[config.mk]
export PLATFORM = sky130hd
export DESIGN_NAME = timer_ctrl
export DESIGN_NICKNAME = d
export VERILOG_FILES = /design/src/rtl/timer_pkg.sv /design/src/rtl/counter_preset_sr.sv /design/src/rtl/timer_ctrl.sv
export SDC_FILE = /design/constraint.sdc
export NUM_CORES = 1
export LEC_CHECK = 0
export ABC_AREA = 1
export BUFFER_PORTS_ARGS = -buffer_cell sky130_fd_sc_hd__clkbuf_2
export CORE_ASPECT_RATIO = 1.75
export CORE_MARGIN = 3
export CORE_UTILIZATION = 25
export DETAILED_ROUTE_END_ITERATION = 6
export PLACE_DENSITY = 0.4
export SLEW_MARGIN = 30
export SYNTH_ARGS = -nofsm -noshare
export SYNTH_HDL_FRONTEND = slang
export SYNTH_SLANG_ARGS = --single-unit
[constraint.sdc]
create_clock -name clk -period 5.4 [get_ports clk]
set_input_delay 0.81 -clock clk [delete_from_list [all_inputs] [get_ports clk]]
set_output_delay 0.81 -clock clk [all_outputs]
set_load 0.01 [all_outputs]
[src/rtl/timer_pkg.sv]
// -----------------------------------------------------------------------------
// timer_pkg
// Shared encodings for the interval timer controller.
//   timer_state_e : control FSM states (IDLE, LOAD, RUN)
//   MODE_*        : expiry behaviour selected by the latched mode bit
// -----------------------------------------------------------------------------
package timer_pkg;

    // Control FSM states. IDLE is all-zeros so the reset state is the
    // encoding's natural zero.
    typedef enum logic [1:0] {
        IDLE = 2'd0,
        LOAD = 2'd1,
        RUN  = 2'd2
    } timer_state_e;

    // Expiry behaviour: one-shot returns to IDLE, periodic reloads and runs on.
    localparam logic MODE_ONESHOT  = 1'b0;
    localparam logic MODE_PERIODIC = 1'b1;

endpackage : timer_pkg

[src/rtl/counter_preset_sr.sv]
// -----------------------------------------------------------------------------
// counter_preset_sr
// WIDTH-bit presettable up-counter with synchronous active-high reset.
// Load has priority over count-up.
// Ports:
//   clk     in   clock, rising edge
//   rst     in   synchronous reset, active-high (count -> 0)
//   load    in   load count with preset this cycle
//   up      in   increment count this cycle (ignored while load is high)
//   preset  in   WIDTH-bit load value
//   count   out  WIDTH-bit counter register
//   carry   out  count is all ones: the next increment carries out and wraps
// -----------------------------------------------------------------------------
module counter_preset_sr #(
    parameter int WIDTH = 8
) (
    input  logic             clk,
    input  logic             rst,
    input  logic             load,
    input  logic             up,
    input  logic [WIDTH-1:0] preset,
    output logic [WIDTH-1:0] count,
    output logic             carry
);

    localparam logic [WIDTH-1:0] CNT_ZERO = {WIDTH{1'b0}};
    localparam logic [WIDTH-1:0] CNT_ONE  = {{(WIDTH-1){1'b0}}, 1'b1};

    logic [WIDTH-1:0] count_r;

    // Counter register: reset, then load, then count-up, otherwise hold
    always_ff @(posedge clk) begin
        if (rst) begin
            count_r <= CNT_ZERO;
        end else if (load) begin
            count_r <= preset;
        end else if (up) begin
            count_r <= count_r + CNT_ONE;
        end else begin
            count_r <= count_r;
        end
    end

    assign count = count_r;
    // Terminal count is decoded from the register only, so it never depends
    // on load/up and cannot form a loop with the controller's decode.
    assign carry = &count_r;

endmodule : counter_preset_sr

[src/rtl/timer_ctrl.sv]
// -----------------------------------------------------------------------------
// timer_ctrl
// Programmable interval timer controller. Latches mode/period/prescale on an
// accepted start, presets an up-counter with -period and counts it up once per
// prescaled enable; expiry happens on the enable that finds the counter all
// ones. One-shot returns to IDLE, periodic reloads the preset and keeps going.
// Ports:
//   clk        in   clock, rising edge
//   rst        in   synchronous reset, active-high
//   start      in   start / retrigger command (level, sampled every cycle)
//   stop       in   abort command, wins over start
//   hold       in   freeze prescaler and counter while running
//   mode       in   0 one-shot, 1 periodic (latched at start)
//   period     in   enables to expiry, 1..2^WIDTH-1 (latched at start)
//   prescale   in   enable every prescale+1 clocks (latched at start)
//   busy       out  high in LOAD and RUN
//   tick       out  one-cycle expiry pulse
//   err        out  one-cycle pulse when a start with period 0 is rejected
//   remaining  out  enables left to expiry (two's-complement of the counter)
// -----------------------------------------------------------------------------
module timer_ctrl
    import timer_pkg::*;
#(
    parameter int WIDTH      = 8,
    parameter int PRESCALE_W = 4
) (
    input  logic                  clk,
    input  logic                  rst,
    input  logic                  start,
    input  logic                  stop,
    input  logic                  hold,
    input  logic                  mode,
    input  logic [WIDTH-1:0]      period,
    input  logic [PRESCALE_W-1:0] prescale,
    output logic                  busy,
    output logic                  tick,
    output logic                  err,
    output logic [WIDTH-1:0]      remaining
);

    localparam logic [WIDTH-1:0]      CNT_ZERO   = {WIDTH{1'b0}};
    localparam logic [PRESCALE_W-1:0] PRESC_ZERO = {PRESCALE_W{1'b0}};
    localparam logic [PRESCALE_W-1:0] PRESC_ONE  = {{(PRESCALE_W-1){1'b0}}, 1'b1};

    timer_state_e          state_r;
    logic                  mode_r;
    logic [WIDTH-1:0]      preset_r;
    logic [PRESCALE_W-1:0] prescale_r;
    logic [PRESCALE_W-1:0] presc_r;
    logic                  busy_r;
    logic                  tick_r;
    logic                  err_r;

    logic                  en_s;
    logic                  last_s;
    logic                  cnt_load_s;
    logic                  cnt_up_s;
    logic [WIDTH-1:0]      cnt_count_s;
    logic                  cnt_carry_s;

    // Enable and expiry decode; only meaningful while running
    always_comb begin
        en_s   = 1'b0;
        last_s = 1'b0;
        if (state_r == RUN) begin
            en_s   = (presc_r == prescale_r) && !hold;
            last_s = en_s && cnt_carry_s;
        end else begin
            en_s   = 1'b0;
            last_s = 1'b0;
        end
    end

    // Counter control: the datapath only acts on cycles with no stop/start,
    // so an abort or retrigger leaves the counter value untouched.
    always_comb begin
        cnt_load_s = 1'b0;
        cnt_up_s   = 1'b0;
        if (rst || stop || start) begin
            cnt_load_s = 1'b0;
            cnt_up_s   = 1'b0;
        end else begin
            case (state_r)
                LOAD: begin
                    cnt_load_s = 1'b1;
                end
                RUN: begin
                    // Periodic expiry reloads instead of wrapping through zero.
                    if (last_s && (mode_r == MODE_PERIODIC)) begin
                        cnt_load_s = 1'b1;
                    end else if (en_s) begin
                        cnt_up_s = 1'b1;
                    end else begin
                        cnt_up_s = 1'b0;
                    end
                end
                default: begin
                    cnt_load_s = 1'b0;
                    cnt_up_s   = 1'b0;
                end
            endcase
        end
    end

    // Control FSM, config latches, prescaler and registered status pulses
    always_ff @(posedge clk) begin
        if (rst) begin
            state_r    <= IDLE;
            mode_r     <= MODE_ONESHOT;
            preset_r   <= CNT_ZERO;
            prescale_r <= PRESC_ZERO;
            presc_r    <= PRESC_ZERO;
            busy_r     <= 1'b0;
            tick_r     <= 1'b0;
            err_r      <= 1'b0;
        end else begin
            tick_r <= 1'b0;
            err_r  <= 1'b0;

            // Prescaler starts from zero on entry to RUN, freezes under hold
            // and wraps on every enable (including periodic expiry).
            if (state_r == LOAD) begin
                presc_r <= PRESC_ZERO;
            end else if ((state_r == RUN) && !hold) begin
                presc_r <= en_s ? PRESC_ZERO : (presc_r + PRESC_ONE);
            end else begin
                presc_r <= presc_r;
            end

            if (stop) begin
                state_r <= IDLE;
                busy_r  <= 1'b0;
            end else if (start) begin
                if (period != CNT_ZERO) begin
                    mode_r     <= mode;
                    preset_r   <= CNT_ZERO - period;
                    prescale_r <= prescale;
                    state_r    <= LOAD;
                    busy_r     <= 1'b1;
                end else begin
                    // A rejected start also abandons any run in progress, so
                    // err and tick can never coincide.
                    err_r   <= 1'b1;
                    state_r <= IDLE;
                    busy_r  <= 1'b0;
                end
            end else begin
                case (state_r)
                    IDLE: begin
                        state_r <= IDLE;
                        busy_r  <= 1'b0;
                    end
                    LOAD: begin
                        state_r <= RUN;
                        busy_r  <= 1'b1;
                    end
                    RUN: begin
                        if (last_s) begin
                            tick_r <= 1'b1;
                            if (mode_r == MODE_ONESHOT) begin
                                state_r <= IDLE;
                                busy_r  <= 1'b0;
                            end else begin
                                state_r <= RUN;
                                busy_r  <= 1'b1;
                            end
                        end else begin
                            state_r <= RUN;
                            busy_r  <= 1'b1;
                        end
                    end
                    default: begin
                        state_r <= IDLE;
                        busy_r  <= 1'b0;
                    end
                endcase
            end
        end
    end

    counter_preset_sr #(
        .WIDTH (WIDTH)
    ) u_counter (
        .clk    (clk),
        .rst    (rst),
        .load   (cnt_load_s),
        .up     (cnt_up_s),
        .preset (preset_r),
        .count  (cnt_count_s),
        .carry  (cnt_carry_s)
    );

    assign busy      = busy_r;
    assign tick      = tick_r;
    assign err       = err_r;
    // Counter holds -remaining, so negating the register gives the count left.
    assign remaining = CNT_ZERO - cnt_count_s;

endmodule : timer_ctrl

==> impl_metrics.env, run 1 <==
export IMPL_status="complete, no violations"
export IMPL_cp_slowest_cell="dfxtp_1"
export IMPL_fin_cells=359
export IMPL_fin_crit_sh=0.461
export IMPL_synth_area_um2=1760
export IMPL_routed_wl_mm=4.35
export IMPL_hpwlAfterDp_mm=3.50
export IMPL_p_leak_uw=0.000964
export IMPL_worstHoldStart="preset_r[6]"
export IMPL_irDropWorstVdd_v=0.000143
export IMPL_grt_max_degree=17
export IMPL_highest_layer="met4"
export IMPL_min_to="preset_r[6]"
export IMPL_yosysUniqueCellTypes=30
export IMPL_cap_viol_max_count=0
export IMPL_ctsResizeCount=0
export IMPL_switching_share=0.220
export IMPL_place_gp_congestion=0.753
export IMPL_placed_area_um2=1960
export IMPL_tightest_slew_ns=0.457
export IMPL_drt_first_pass_iters=4
export IMPL_clock_root_buffer="clkbuf_16"
export IMPL_setup_viol=0
export IMPL_synth_cells=248
export IMPL_dieArea_um2=8140
export IMPL_port_buffers=28
export IMPL_core_area_um2=6690
export IMPL_drtAntennaViolNets=0
export IMPL_min_period_ns=2.49
export IMPL_clock_fmax_mhz=402
export IMPL_relSlewSlack=0.695
export IMPL_ys_seq_elements=30
export IMPL_final_common_cell="nand2_1"
export IMPL_area_growth_pct=20.6
export IMPL_worst_r2r_setup_slack_ns=3.44
export IMPL_avgSynthCellArea_um2=7.11
export IMPL_tritoncts="yes"
export IMPL_initial_core_util=0.264
export IMPL_die_w_um=69.5
export IMPL_antenna_cells=0
export IMPL_most_common_layout_cells="42 x nand2_1, 36 x nor2_1, 34 x inv_1, 30 x dfxtp_1, 28 x clkbuf_2"
export IMPL_start_kind="flop"
export IMPL_combPwrFrac=0.066
export IMPL_critPathRequiredTime_ns=4.59
export IMPL_synth_warnings=0
export IMPL_drt_initial_drc_count=44
export IMPL_drc=0
export IMPL_track_usage=0.116
export IMPL_hold_viol=0
export IMPL_slew_violations=0
export IMPL_hold_path_class="flop to flop"
export IMPL_utilization=0.318
export IMPL_p_total_uw=589
export IMPL_htree_levels=2
export IMPL_first_global_vias=1624
export IMPL_p_int_uw=459
export IMPL_critPathMaxStageDelay_ns=0.36
export IMPL_power_frac_clock=0.539
export IMPL_reg2regPathDepth=12
export IMPL_cp_cell_sequence="nor3_1, nand3_1, nor3_1, xor2_1, clkbuf_2"
export IMPL_power_switching_uw=130
export IMPL_overflow=0
export IMPL_cts_made_buffers=5
export IMPL_routed_wl_met3_um=142
export IMPL_cp_arrival_ns=1.68
export IMPL_p_seq_frac=0.396
export IMPL_cts_hold_buf=0
export IMPL_ys_seq_area_frac=0.341
export IMPL_final_area_um2=2130
export IMPL_clock_skew_ns=0.00372
export IMPL_clockBufferDepth=2
export IMPL_wl_per_cell_um=12.1
export IMPL_drive_above_1_share=0.173
export IMPL_dp_cells=351
export IMPL_worstSkewPairLatency_ns=0.27
export IMPL_r2r_end="u_counter.count[6]"
export IMPL_num_rows=39
export IMPL_ioPinCount=29
export IMPL_clkTransAtPathRegs_ns=0.05
export IMPL_rsz0062_at_grt="false"
export IMPL_fin_tns_setup_ns=0
export IMPL_post_cts_buffers=0
export IMPL_crit_buf_inv=1
export IMPL_critPathCaptureType="output pin"
export IMPL_clkSinkCount=30
export IMPL_p_per_area_nw_per_um2=277
export IMPL_r2r_start="u_counter.count[0]"
export IMPL_path_max_fanout=6
export IMPL_path_delay_family="simple AND/OR/NAND/NOR gates"
export IMPL_critical_path_class="flop to output pin"
export IMPL_via_count=1559
export IMPL_met2RoutedLength_mm=2.45
export IMPL_cp_common_cell="nor3_1"
export IMPL_grt_pass1_wl_mm=7.43
export IMPL_vias_per_cell=4.34
export IMPL_nets=300
export IMPL_antenna_found_initial=0
export IMPL_die_y_um=117
export IMPL_wirelength_met1_mm=1.68
export IMPL_hold_depth=2
export IMPL_syn_nets=272
state kept, by name, summed over array words and instances (netlist names), 2 cells and up:
signal	flops
u_counter.count	8
presc_r	4
prescale_r	4
preset_r	8
state_r	2
worst register-to-register path: cells and delay by family (launching register included):
family / cells / cell delay, ns
adders and majority gates: 1 / 0.23
buffers and inverters: 1 / 0.13
DFF: 1 / 0.42
and+or+nand+nor: 10 / 1.07
routing by layer:
layer / vias to the layer above / GRT usage
met1: 687 / 0.113
li1: 844 / -
met4: 0 / 0.0508
met2: 23 / 0.235
met5: - / 0
met3: 5 / 0.0222
cells by family after synthesis:
kind of cell             synth area share
AO/OA/AOI/OAI                       0.108
XOR/XNOR                           0.0944
adder cells (fa/ha/maj)            0.0426
buffers and inverters              0.0979
flip-flops                          0.341
AND/OR/NAND/NOR                     0.317
final cells by class:
type                            instances  area [µm²]
Timing Repair Buffer                   28         140
Clock buffer                            5         125
Sequential cell                        30         601
Clock inverter                          3        40.0
Multi-Input combinational cell        177         990
Tap cell                               82         103
Inverter                               34         128
Fill cell                             755        4560
metrics by stage:
step,setup slack (ns),hold slack (ns)
finish,2.91,0.474
global route,2.80,0.484
CTS,2.85,0.475
detailed placement,2.82,0.467
global placement,2.93,0.474
floorplan,3.37,0.444
worst max path at each step:
stage | start | end | slack (ns) | cells after the start
after floorplan | hold | u_counter.count[4] | 3.37 | 13
after global placement | period[0] | preset_r[3] | 2.93 | 10
after detailed placement | period[0] | preset_r[3] | 2.82 | 10
after CTS | u_counter.count[0] | remaining[7] | 2.85 | 5
after global routing | u_counter.count[0] | remaining[7] | 2.80 | 5
final | u_counter.count[0] | remaining[7] | 2.91 | 5
power groups by stage:
stage / sequential, µW / combinational [µW] / clock, µW
after CTS: 233 / 39.6 / 327
after floorplan: 236 / 24.6 / 0
after global routing: 234 / 45.5 / 336
after detailed placement: 238 / 39.4 / 0
after global placement: 238 / 39.4 / 0
final: 233 / 38.6 / 317
synth_stat cells:
| cell type | count | share of area |
|---|---|---|
| o21ai_0 | 13 | 0.037 |
| inv_1 | 34 | 0.072 |
| nand4_1 | 1 | 0.0036 |
| a211oi_1 | 1 | 0.0043 |
| nor2_1 | 36 | 0.077 |
| nand2_4 | 2 | 0.013 |
| o211ai_2 | 1 | 0.0071 |
| a21oi_1 | 13 | 0.037 |
| ha_1 | 6 | 0.043 |
| nand3_4 | 1 | 0.0099 |
| nor4_1 | 3 | 0.011 |
| xnor2_1 | 3 | 0.015 |
| nor2_2 | 3 | 0.011 |
| buf_4 | 1 | 0.0043 |
| clkbuf_1 | 3 | 0.0064 |
| o31ai_1 | 1 | 0.0043 |
| nand2_2 | 2 | 0.0071 |
| nor2_4 | 1 | 0.0064 |
| xor2_1 | 16 | 0.079 |
| buf_6 | 2 | 0.013 |
| o211ai_1 | 2 | 0.0085 |
| buf_1 | 1 | 0.0021 |
| o32ai_1 | 1 | 0.0050 |
| nor3_1 | 5 | 0.014 |
| dfxtp_1 | 30 | 0.34 |
| a21oi_2 | 1 | 0.0050 |
| nand2_1 | 42 | 0.089 |
| nand3_2 | 1 | 0.0057 |
| nand3_1 | 17 | 0.048 |
| nand3b_1 | 5 | 0.021 |
(Power assumes the default switching activity.)
==> run 2: changes to the inputs <==
--- a/config.mk
+++ b/config.mk
@@ -5,7 +5,7 @@
 export SDC_FILE = /design/constraint.sdc
 export NUM_CORES = 1
 export LEC_CHECK = 0
-export ABC_AREA = 1
+export ABC_AREA = 0
 export BUFFER_PORTS_ARGS = -buffer_cell sky130_fd_sc_hd__clkbuf_2
 export CORE_ASPECT_RATIO = 1.75
 export CORE_MARGIN = 3
==> constraint.sdc (replaced) <==
create_clock -name clk -period 2.32 [get_ports clk]
set_input_delay 0.348 -clock clk [delete_from_list [all_inputs] [get_ports clk]]
set_output_delay 0.348 -clock clk [all_outputs]
set_load 0.01 [all_outputs]
==> run 2 against run 1 <==
  * Setup slack worse by 2.6 ns
  * Sequential share of layout area down 0.17 points
  * Combinational power rose to 2.7 times the previous value
  * Clock power up 100%
  * Register-to-register slack worse by 3.1 ns
  * Worst hold slack worse by 0.16 ns
  * Count of clock-buffer cells in the layout up 2
  * First-iteration DRC count up 2.3%
  * Cell count down 14%
  * Die area up 1.6%
  * Global-route usage down 1.3 points
  * Largest power group unchanged
  * Highest routed layer unchanged
==> impl_metrics.env, run 2 <==
export IMPL_status="complete, no violations"
export IMPL_vias_per_cell=4.62
export IMPL_synth_top_family_by_area="simple AND/OR/NAND/NOR gates"
export IMPL_drt_first_pass_iters=4
export IMPL_synth_cells=194
export IMPL_dieArea_um2=8260
export IMPL_highest_layer="met4"
export IMPL_hold_viol=0
export IMPL_met2RoutedLength_mm=2.03
export IMPL_grt_pass1_wl_mm=6.87
export IMPL_slew_violations=0
export IMPL_routed_wl_mm=4.07
export IMPL_fin_crit_sh=0.863
export IMPL_grt_max_degree=21
export IMPL_relSlewSlack=0.476
export IMPL_synth_adder_area_share=0.0419
export IMPL_cp_arrival_ns=1.65
export IMPL_ys_flop_type="dfxtp_1"
export IMPL_num_rows=40
export IMPL_cp_startpoint="u_counter.count[0]"
export IMPL_fillers=761
export IMPL_synth_area_um2=1790
export IMPL_fin_cells=308
export IMPL_clkTransAtPathRegs_ns=0.05
export IMPL_core_area_um2=6910
export IMPL_synthMuxAreaShare=0.0670
export IMPL_routed_wl_met3_um=141
export IMPL_setup_viol=0
export IMPL_clkSinkCount=30
export IMPL_critical_path_class="flop to output pin"
export IMPL_drtAntennaViolNets=0
export IMPL_htree_levels=2
export IMPL_synth_simple_gate_area_frac=0.283
export IMPL_cts_hold_buf=0
export IMPL_most_common_layout_cells="30 x dfxtp_1, 28 x clkbuf_2, 25 x nor2_1, 17 x xnor2_1, 12 x mux2i_1"
export IMPL_cp_cell_sequence="buf_4, inv_1, ha_1, nand2_1, or3_1, xor2_1, clkbuf_2"
export IMPL_tritoncts="yes"
export IMPL_synth_top_area_frac=0.335
export IMPL_path_delay_family="simple AND/OR/NAND/NOR gates"
export IMPL_track_usage=0.104
export IMPL_synth_common_cells="30 x dfxtp_1, 25 x nor2_1, 17 x xnor2_1"
export IMPL_ys_seq_area_frac=0.335
export IMPL_nets=247
export IMPL_drive_above_1_share=0.250
export IMPL_path_max_fanout=5
export IMPL_clock_fmax_mhz=499
export IMPL_yosys_cell_count_top_type="dfxtp_1"
export IMPL_port_buffers=28
export IMPL_tightest_slew_ns=0.785
export IMPL_critPathRequiredTime_ns=1.97
export IMPL_worstHoldStart="prescale[2]"
export IMPL_ioPinCount=29
export IMPL_dp_cells=300
export IMPL_synth_edf_count=0
export IMPL_worstSkewPairLatency_ns=0.27
export IMPL_synth_area_top_cells="dfxtp_1 33%, xnor2_1 8.3%, mux2i_1 6.7%"
export IMPL_initial_core_util=0.260
export IMPL_drc=0
export IMPL_antenna_found_initial=0
export IMPL_crit_buf_inv=3
export IMPL_ys_seq_elements=30
export IMPL_yosysUniqueCellTypes=46
export IMPL_drt_initial_drc_count=45
export IMPL_rsz0062_at_grt="false"
export IMPL_die_y_um=118
export IMPL_synth_warnings=0
export IMPL_irDropWorstVdd_v=0.000240
export IMPL_p_total_uw=1280
export IMPL_p_per_area_nw_per_um2=598
export IMPL_via_count=1423
export IMPL_final_common_cell="dfxtp_1"
export IMPL_place_gp_congestion=0.744
export IMPL_synth_xor_area_frac=0.107
export IMPL_cap_viol_max_count=0
export IMPL_first_global_vias=1375
export IMPL_hold_path_class="primary input to flop"
export IMPL_syn_nets=218
export IMPL_start_kind="flop"
export IMPL_antenna_cells=0
export IMPL_critPathCaptureType="output pin"
export IMPL_wl_per_cell_um=13.2
export IMPL_p_leak_uw=0.000816
export IMPL_clock_skew_ns=0.00796
export IMPL_hpwlAfterDp_mm=3.21
export IMPL_r2r_start="state_r[0]"
export IMPL_overflow=0
export IMPL_area_growth_pct=19.3
export IMPL_critPathMaxStageDelay_ns=0.32
export IMPL_cts_made_buffers=5
export IMPL_wirelength_met1_mm=1.77
export IMPL_cp_slowest_cell="or3_1"
export IMPL_min_period_ns=2.00
export IMPL_async_flop_share=0
export IMPL_die_w_um=70.0
export IMPL_fin_tns_setup_ns=0
export IMPL_clock_root_buffer="clkbuf_16"
export IMPL_clockBufferDepth=2
export IMPL_synth_compound_area_frac=0.100
export IMPL_yosysTopAreaCell="dfxtp_1"
export IMPL_avgSynthCellArea_um2=9.24
run 2: cell count changes in the layout (fill, tap and decap cells not counted), moves of 11 or more:
cell	previous run	this run
nor2_1	36	25
inv_1	34	8
xnor2_1	3	17
nand2_1	42	10
xor2_1	16	5
a21oi_1	13	2
mux2i_1	0	12
run 2: cell type report:
class | instances | area (µm²) | share of cell area
clock buffer | 7 | 143 | 0.0667
tap | 84 | 105 | 0.0492
inverter | 8 | 30.0 | 0.0140
timing repair buffer | 33 | 178 | 0.0831
multi-input combinational | 145 | 1080 | 0.504
sequential | 30 | 601 | 0.281
clock inverter | 1 | 5.00 | 0.00234
run 2: kinds of logic after synthesis:
group / Yosys count
xor gates and xnor gates: 22
buffers and inverters: 19
adders and majority gates: 6
AOI/OAI and AO/OA: 22
DFF: 30
and+or+nand+nor: 83
muxes: 12
run 2: through the flow:
stage               area (µm²)  utilization  setup slack, ns  hold slack, ns
floorplan                 1790            -            0.495           0.450
global placement          1990        0.288            0.216           0.466
detailed placement        1990        0.288            0.219           0.474
CTS                       2140        0.309            0.197           0.308
global route              2140        0.310            0.143           0.333
finish                    2140        0.310            0.318           0.310
run 2: power by group:
group / switching (µW) / internal [µW]
Combinational: 59.7 / 43.5
Sequential: 9.10 / 530
Clock: 214 / 424
Total: 282 / 997
run 2: final timing paths:
path | slack [ns] | depth (start not counted) | to
setup / recovery | 0.32 | 7 | remaining[6]
hold reg to reg | 0.48 | 2 | preset_r[6]
setup reg to reg | 0.33 | 6 | u_counter.count[3]
hold / removal | 0.31 | 3 | prescale_r[2]
run 2: worst register-to-register path: stages (launching register included):
cell and delay [ns]:
dfxtp_1 0.31, inv_1 0.05, ha_1 0.21, nor4b_4 0.37, nand4_2 0.24, or4_1 0.46, a311oi_1 0.26
run 2: timing repair:
action	in CTS	in global routing
setup endpoints to repair	0	1
resized for setup	0	1
setup buffers	0	0
run 2: routing by layer:
layer | GRT usage | vias up
li1 | - | 753
met1 | 0.126 | 633
met2 | 0.169 | 28
met3 | 0.0179 | 9
met4 | 0.0600 | 0
met5 | 0 | -
